===== src/rtl/pipelined_cla_subtractor_16bit.sv =====
// 16-bit subtractor D = X - Y - Bin built as X + ~Y + ~Bin on a two-level
// carry-lookahead network, split over a 2-stage valid/ready pipeline.
// Stage 1 holds per-bit propagate/generate and group Gstar/Pstar; stage 2
// resolves the top-level carries and holds D, Bout, V, Z.
module pipelined_cla_subtractor_16bit (
    input  logic        clk,
    input  logic        rst_n,
    input  logic        in_valid,
    output logic        in_ready,
    input  logic [15:0] X,
    input  logic [15:0] Y,
    input  logic        Bin,
    output logic        out_valid,
    input  logic        out_ready,
    output logic [15:0] D,
    output logic        Bout,
    output logic        V,
    output logic        Z
);

    // Stage 1 state
    logic        s1_valid_q;
    logic [15:0] p_q;
    logic [14:0] g_q;       // bit-15 generate is rebuilt from the operand MSBs
    logic [3:0]  gs_q;
    logic [3:0]  ps_q;
    logic        c0_q;
    logic        x15_q;
    logic        ny15_q;

    // Stage 2 state
    logic        s2_valid_q;
    logic [15:0] d_q;
    logic        bout_q;
    logic        v_q;
    logic        z_q;

    // Stage 1 next-state values
    logic [15:0] ny_d;
    logic [15:0] p_d;
    logic [15:0] g_d;
    logic [3:0]  gs_d;
    logic [3:0]  ps_d;
    logic [3:0]  gg1;
    logic [3:0]  pp1;

    // Stage 2 next-state values
    logic [15:0] g_full;
    logic [4:0]  gc;
    logic [16:0] c;
    logic [3:0]  gg2;
    logic [3:0]  pp2;
    logic        cin;
    logic [15:0] d_d;
    logic        bout_d;
    logic        v_d;
    logic        z_d;

    // Handshake: stage 2 drains when empty or taken; stage 1 when empty or stage 2 drains
    logic adv2;
    logic adv1;
    assign adv2      = !s2_valid_q || out_ready;
    assign adv1      = !s1_valid_q || adv2;
    assign in_ready  = adv1;
    assign out_valid = s2_valid_q;
    assign D         = d_q;
    assign Bout      = bout_q;
    assign V         = v_q;
    assign Z         = z_q;

    // Per-bit G/P of X + ~Y and 4-bit group Gstar/Pstar
    always_comb begin
        ny_d = ~Y;
        p_d  = X ^ ny_d;
        g_d  = X & ny_d;
        gs_d = '0;
        ps_d = '0;
        gg1  = '0;
        pp1  = '0;
        for (int unsigned k = 0; k < 4; k++) begin
            gg1     = g_d[4*k +: 4];
            pp1     = p_d[4*k +: 4];
            gs_d[k] = gg1[3] | (pp1[3] & gg1[2]) | (pp1[3] & pp1[2] & gg1[1])
                    | (pp1[3] & pp1[2] & pp1[1] & gg1[0]);
            ps_d[k] = &pp1;
        end
    end

    // Top-level lookahead for C4..C16, then in-group lookahead and sum/flags
    always_comb begin
        g_full = {x15_q & ny15_q, g_q};
        gc[0]  = c0_q;
        gc[1]  = gs_q[0] | (ps_q[0] & c0_q);
        gc[2]  = gs_q[1] | (ps_q[1] & gs_q[0]) | (ps_q[1] & ps_q[0] & c0_q);
        gc[3]  = gs_q[2] | (ps_q[2] & gs_q[1]) | (ps_q[2] & ps_q[1] & gs_q[0])
               | (ps_q[2] & ps_q[1] & ps_q[0] & c0_q);
        gc[4]  = gs_q[3] | (ps_q[3] & gs_q[2]) | (ps_q[3] & ps_q[2] & gs_q[1])
               | (ps_q[3] & ps_q[2] & ps_q[1] & gs_q[0])
               | (ps_q[3] & ps_q[2] & ps_q[1] & ps_q[0] & c0_q);
        c   = '0;
        gg2 = '0;
        pp2 = '0;
        cin = 1'b0;
        for (int unsigned k = 0; k < 4; k++) begin
            gg2          = g_full[4*k +: 4];
            pp2          = p_q[4*k +: 4];
            cin          = gc[k];
            c[4*k]       = cin;
            c[4*k + 1]   = gg2[0] | (pp2[0] & cin);
            c[4*k + 2]   = gg2[1] | (pp2[1] & gg2[0]) | (pp2[1] & pp2[0] & cin);
            c[4*k + 3]   = gg2[2] | (pp2[2] & gg2[1]) | (pp2[2] & pp2[1] & gg2[0])
                         | (pp2[2] & pp2[1] & pp2[0] & cin);
        end
        c[16]  = gc[4];
        d_d    = p_q ^ c[15:0];
        bout_d = ~c[16];
        v_d    = c[16] ^ c[15];
        z_d    = (d_d == '0);
    end

    // Pipeline registers with synchronous active-low reset
    always_ff @(posedge clk) begin
        if (!rst_n) begin
            s1_valid_q <= 1'b0;
            p_q        <= '0;
            g_q        <= '0;
            gs_q       <= '0;
            ps_q       <= '0;
            c0_q       <= 1'b0;
            x15_q      <= 1'b0;
            ny15_q     <= 1'b0;
            s2_valid_q <= 1'b0;
            d_q        <= '0;
            bout_q     <= 1'b0;
            v_q        <= 1'b0;
            z_q        <= 1'b0;
        end else begin
            if (adv1) begin
                s1_valid_q <= in_valid;
                if (in_valid) begin
                    p_q    <= p_d;
                    g_q    <= g_d[14:0];
                    gs_q   <= gs_d;
                    ps_q   <= ps_d;
                    c0_q   <= ~Bin;
                    x15_q  <= X[15];
                    ny15_q <= ny_d[15];
                end
            end
            if (adv2) begin
                s2_valid_q <= s1_valid_q;
                if (s1_valid_q) begin
                    d_q    <= d_d;
                    bout_q <= bout_d;
                    v_q    <= v_d;
                    z_q    <= z_d;
                end
            end
        end
    end

endmodule


===== config.mk =====
export PLATFORM = sky130hd
export DESIGN_NAME = pipelined_cla_subtractor_16bit
export DESIGN_NICKNAME = d
export VERILOG_FILES = /design/src/rtl/pipelined_cla_subtractor_16bit.sv
export SDC_FILE = /design/constraint.sdc
export NUM_CORES = 1
export LEC_CHECK = 0
export ABC_AREA = 1
export CAP_MARGIN = 0
export CORE_ASPECT_RATIO = 1.2
export CORE_UTILIZATION = 43
export DETAILED_ROUTE_END_ITERATION = 8
export PLACE_DENSITY = 0.69
export SLEW_MARGIN = 40
export SYNTH_ARGS = -nofsm -noshare
export SYNTH_HDL_FRONTEND = slang
export SYNTH_SLANG_ARGS = --single-unit

===== constraint.sdc =====
create_clock -name clk -period 4.1 [get_ports clk]
set_clock_uncertainty 0.1 [all_clocks]
set_input_delay 0.41 -clock clk [delete_from_list [all_inputs] [get_ports clk]]
set_output_delay 0.41 -clock clk [all_outputs]
set_load 0.05 [all_outputs]

Yosys cells after proc, flatten, opt, wreduce, memory -nomap -nowiden:

Index checks and enable logic that the tools add are counted.

* register bits: 61
* output and inout bits: 21
* word-level logic and storage cells: 147

* bitwise operators: 125
* reductions and logical operators: 11

Operators with widths (number)
* $and A1 B1 Y1: 72
* $or A1 B1 Y1: 46
* $xor A16 B16 Y16: 2
* $and A16 B16 Y16: 1
* $logic_not A16 Y1: 1
* $not A16 Y16: 1
* $reduce_and A4 Y1: 4
* $reduce_and A2 Y1: 2
* $logic_not A1 Y1: 2
* $logic_or A1 B1 Y1: 2
* $not A1 Y1: 2
* $xor A1 B1 Y1: 1

Depth between registers and ports, before layout:

* depth in word-level cells: 8
* depth in mapped cells: 15
* gate-level depth less buffers: 15

Least setup slack after synthesis:

OpenSTA, ideal clock, no wires.

* path kind: register to register
* from: register s2_valid_q, in the netlist out_valid
* to: register gs_q[0]
* library setup time: 0.116 ns
* data arrival time: 1.957 ns
* required time: 3.884 ns
* path slack: 1.927 ns
* stages on the path, launching flop included: 7
* path buffers: 1
* period minus slack after synthesis: 2.173 ns
* cell sequence: dfxtp_1 nand3_1 nand2_2 inv_1 buf_2 o211ai_1 inv_1

* word-level cells in the longest chain between the ends: 4

Ends and longest elaborated chain
* start: declaration: line 32 `logic s2_valid_q;`
* start signal: assignment: line 151 `s2_valid_q <= s1_valid_q;`
* $logic_not A1 Y1: line 62 `assign adv2 = !s2_valid_q || out_ready;`
* $logic_or A1 B1 Y1: line 62
* $logic_or A1 B1 Y1: line 63 `assign adv1 = !s1_valid_q || adv2;`
* named net in_ready: line 9 `output logic in_ready,`
* $reduce_and A2 Y1 (no line)
* end signal: assignment: line 143 `gs_q <= gs_d;`
* end: declaration: line 25 `logic [3:0] gs_q;`

The timed path passes the listed nets, and every way through them passes these cells.
A chain may end at the register's enable or synchronous reset.

Final worst setup path:

* from: input out_ready
* to: output in_ready

* word-level cells in the longest chain between the ends: 2

Ends and longest elaborated chain
* start: declaration: line 14 `input logic out_ready,`
* $logic_or A1 B1 Y1: line 62
* $logic_or A1 B1 Y1: line 63
* end: declaration: line 9

No other way between the ends.

==> impl_metrics.yaml <==
job:
  maxCapViolCount: 0
setup_path:
  crit_fanout: 3
  cp_cell_sequence: "clkdlybuf4s50_1 > inv_1 > nand3_1 > clkdlybuf4s50_1"
  timing.setup.critical_path_class: "input pin to output pin"
  rrSetupSlack_ns: 2.10
  r2r_end: "Z"
  crit_top_cell: "clkdlybuf4s50_1"
  crit_path_end_kind: "output pin"
  cp-start-kind: "input pin"
  critPathRequiredTime_ns: 3.59
  cp_num_buf_inv: 3
  slowest_delay_ns: 0.84
  crit_arrival_ns: 1.88
  r2r_cells: 12
  path_delay_family: "buffers and inverters"
  regToRegStartpoint: "c0_q"
  cpMaxStageDelayCell: "clkdlybuf4s50_1"
logic_synthesis:
  ys_warn_count: 0
  synthDominantCellAreaShare: 0.401
  syn_area_per_cell_sq_um: 7.27
  netlist_instances: 399
  ys.flop_type: "dfxtp_1"
  yosys-top-cells-area: "dfxtp_1 40%, ha_1 8.6%, nand2_1 7.6%"
  synth.distinct_cells: 26
  synth_fp_nets: 456
  synth_enable_flop_cells: 0
  synth_top_area_cell: "dfxtp_1"
  synth-seq-area-share: 0.401
  ys_ff_latch: 58
  async_flop_share: 0
  syn_area_sq_um: 2900
hold_path:
  whs_endpoint: "g_q[2]"
  hold_start: "g_q[2]"
  hold_class: "flip-flop to flip-flop"
  holdPathStages: 2
timing:
  slew_headroom: 0.499
  max_freq_mhz: 419
  min_period_over_period: 0.583
  setup_viol: 0
  setup_ws_ns: 1.71
  rsz0062_at_grt: "false"
  slew_viol_final: 0
  worst_pin_slew_ns: 0.751
  min_period_ns: 2.39
  setup-tns-final_ns: 0
  hold_viol: 0
clock_network:
  cts_tree: "done"
  clk_pin_slew_worst_paths_ns: 0.06
  ctsHoldBuffers: 0
  post_cts_resized: 0
  h-tree-depth: 3
  cts_made_buffers: 9
  clock-sinks: 58
  clk_latency_ns: 0.34
  cts_root_buf: "clkbuf_8"
  clk_path_buf_depth: 2
  cts_setup_buffers: 0
finish:
  diodes: 0
  final_layout_size_suffix_gt1_frac: 0.0763
  area_growth_pct: 27.9
  layout_commonest_cell: "nand2_1"
  final_cell_mix: "59 x nand2_1, 58 x dfxtp_1, 57 x inv_1"
  nets: 511
  design_area_sq_um: 3710
  filler_cell_count: 638
  multiInputGateArea_sq_um: 1460
  final-seq-area_sq_um: 1160
route:
  ant_nets: 0
  first_pass_iters: 4
  wl_per_cell_um: 11.3
  vias: 2694
  dr.first_iter.drc_count: 66
  viasPerCell: 4.95
  postRouteWirelength_mm: 6.15
  route.detailed.drc: 0
placed_design:
  place_ws_ns: 1.71
  hpwlAfterDp_mm: 4.57
  placement.io_buffers: 57
  place_congestion: 0.816
  placedInstanceArea_sq_um: 3520
global_route:
  grt_max_degree: 51
  track_usage: 0.195
  grt_pass1_wl_mm: 10.8
  grt_pass1_vias: 2439
  gr-total-overflow: 0
  antenna_found_initial: 0
floorplan:
  dieWidth_um: 77.0
  io_pins: 58
  die_area_sq_um: 7080
  core_area_sq_um: 6490
  fp.dieH_um: 91.9
  initial_core_util: 0.447
  rows: 32
power:
  p_leak_uw: 0.00171
  peakVddDrop_mv: 0.189
  power_density_nw_per_um2: 384
outcome:
  status: "finished, final reports clean"
==> flip-flops by register name, indices dropped and copies added, names as in the netlist <==
signal	count
Bout	1
D	16
V	1
Z	1
c0_q	1
g_q	12
gs_q	4
out_valid	1
p_q	16
ps_q	4
s1_valid_q	1
==> logic make-up after synthesis <==
family                     count (synthesis)  synth area share
DFF                                       58             0.401
AOI/OAI and AO/OA                         98             0.186
adders and majority gates                 20            0.0863
and+or+nand+nor                          147             0.221
xor gates and xnor gates                   3           0.00907
buffers and inverters                     73            0.0967
==> Yosys cell counts, drive strengths merged (5+ instances only) <==
master / number
nor2: 50
clkbuf: 10
nand3: 23
nand2: 66
nand4: 5
o21ai: 42
o211ai: 8
ha: 20
inv: 58
buf: 5
dfxtp: 58
a21oi: 41
==> routing by layer <==
layer	track usage	vias up	routed length, um
met3	0.0428	11	205
met2	0.314	52	2980
li1	-	1423	-
met4	0.103	0	126
met1	0.241	1208	2840
met5	0	-	0
==> layout make-up <==
| type | count | area share |
|---|---|---|
| multi-input cells | 268 | 0.393 |
| flip-flops and latches | 58 | 0.313 |
| repair buffers | 59 | 0.157 |
| inverters | 58 | 0.0587 |
| clock buffers | 9 | 0.0334 |
| well taps | 85 | 0.0287 |
| clock inverters | 7 | 0.0162 |
==> worst min-delay path, stage by stage, from the launching register on <==
cell,delay (ns)
dfxtp_1,0.30
inv_1,0.06
a21oi_1,0.06
==> worst max path at each step <==
stage / start / to / slack, ns / depth (start not counted)
after global placement: rst_n / D[7] / 1.62 / 5
after CTS: out_ready / in_ready / 1.70 / 4
final: out_ready / in_ready / 1.71 / 4
after global routing: out_ready / in_ready / 1.64 / 4
after detailed placement: out_ready / in_ready / 1.71 / 4
after floorplan: out_valid / gs_q[0] / 1.93 / 6
==> stage by stage <==
step	std cells	hold WS (ns)	total power [uW]	utilization
final	544	0.363	1420	0.572
after detailed placement	528	0.358	939	0.543
after floorplan	399	0.323	837	-
after global routing	544	0.394	1500	0.572
after CTS	544	0.368	1440	0.572
after global placement	528	0.354	936	0.544
==> power breakdown <==
group	internal [uW]	switching [uW]	total [uW]
clock network	273	222	496
registers	604	28.7	633
logic	119	175	294
total	997	426	1420
No activity file was read; power rests on OpenSTA's default activity.
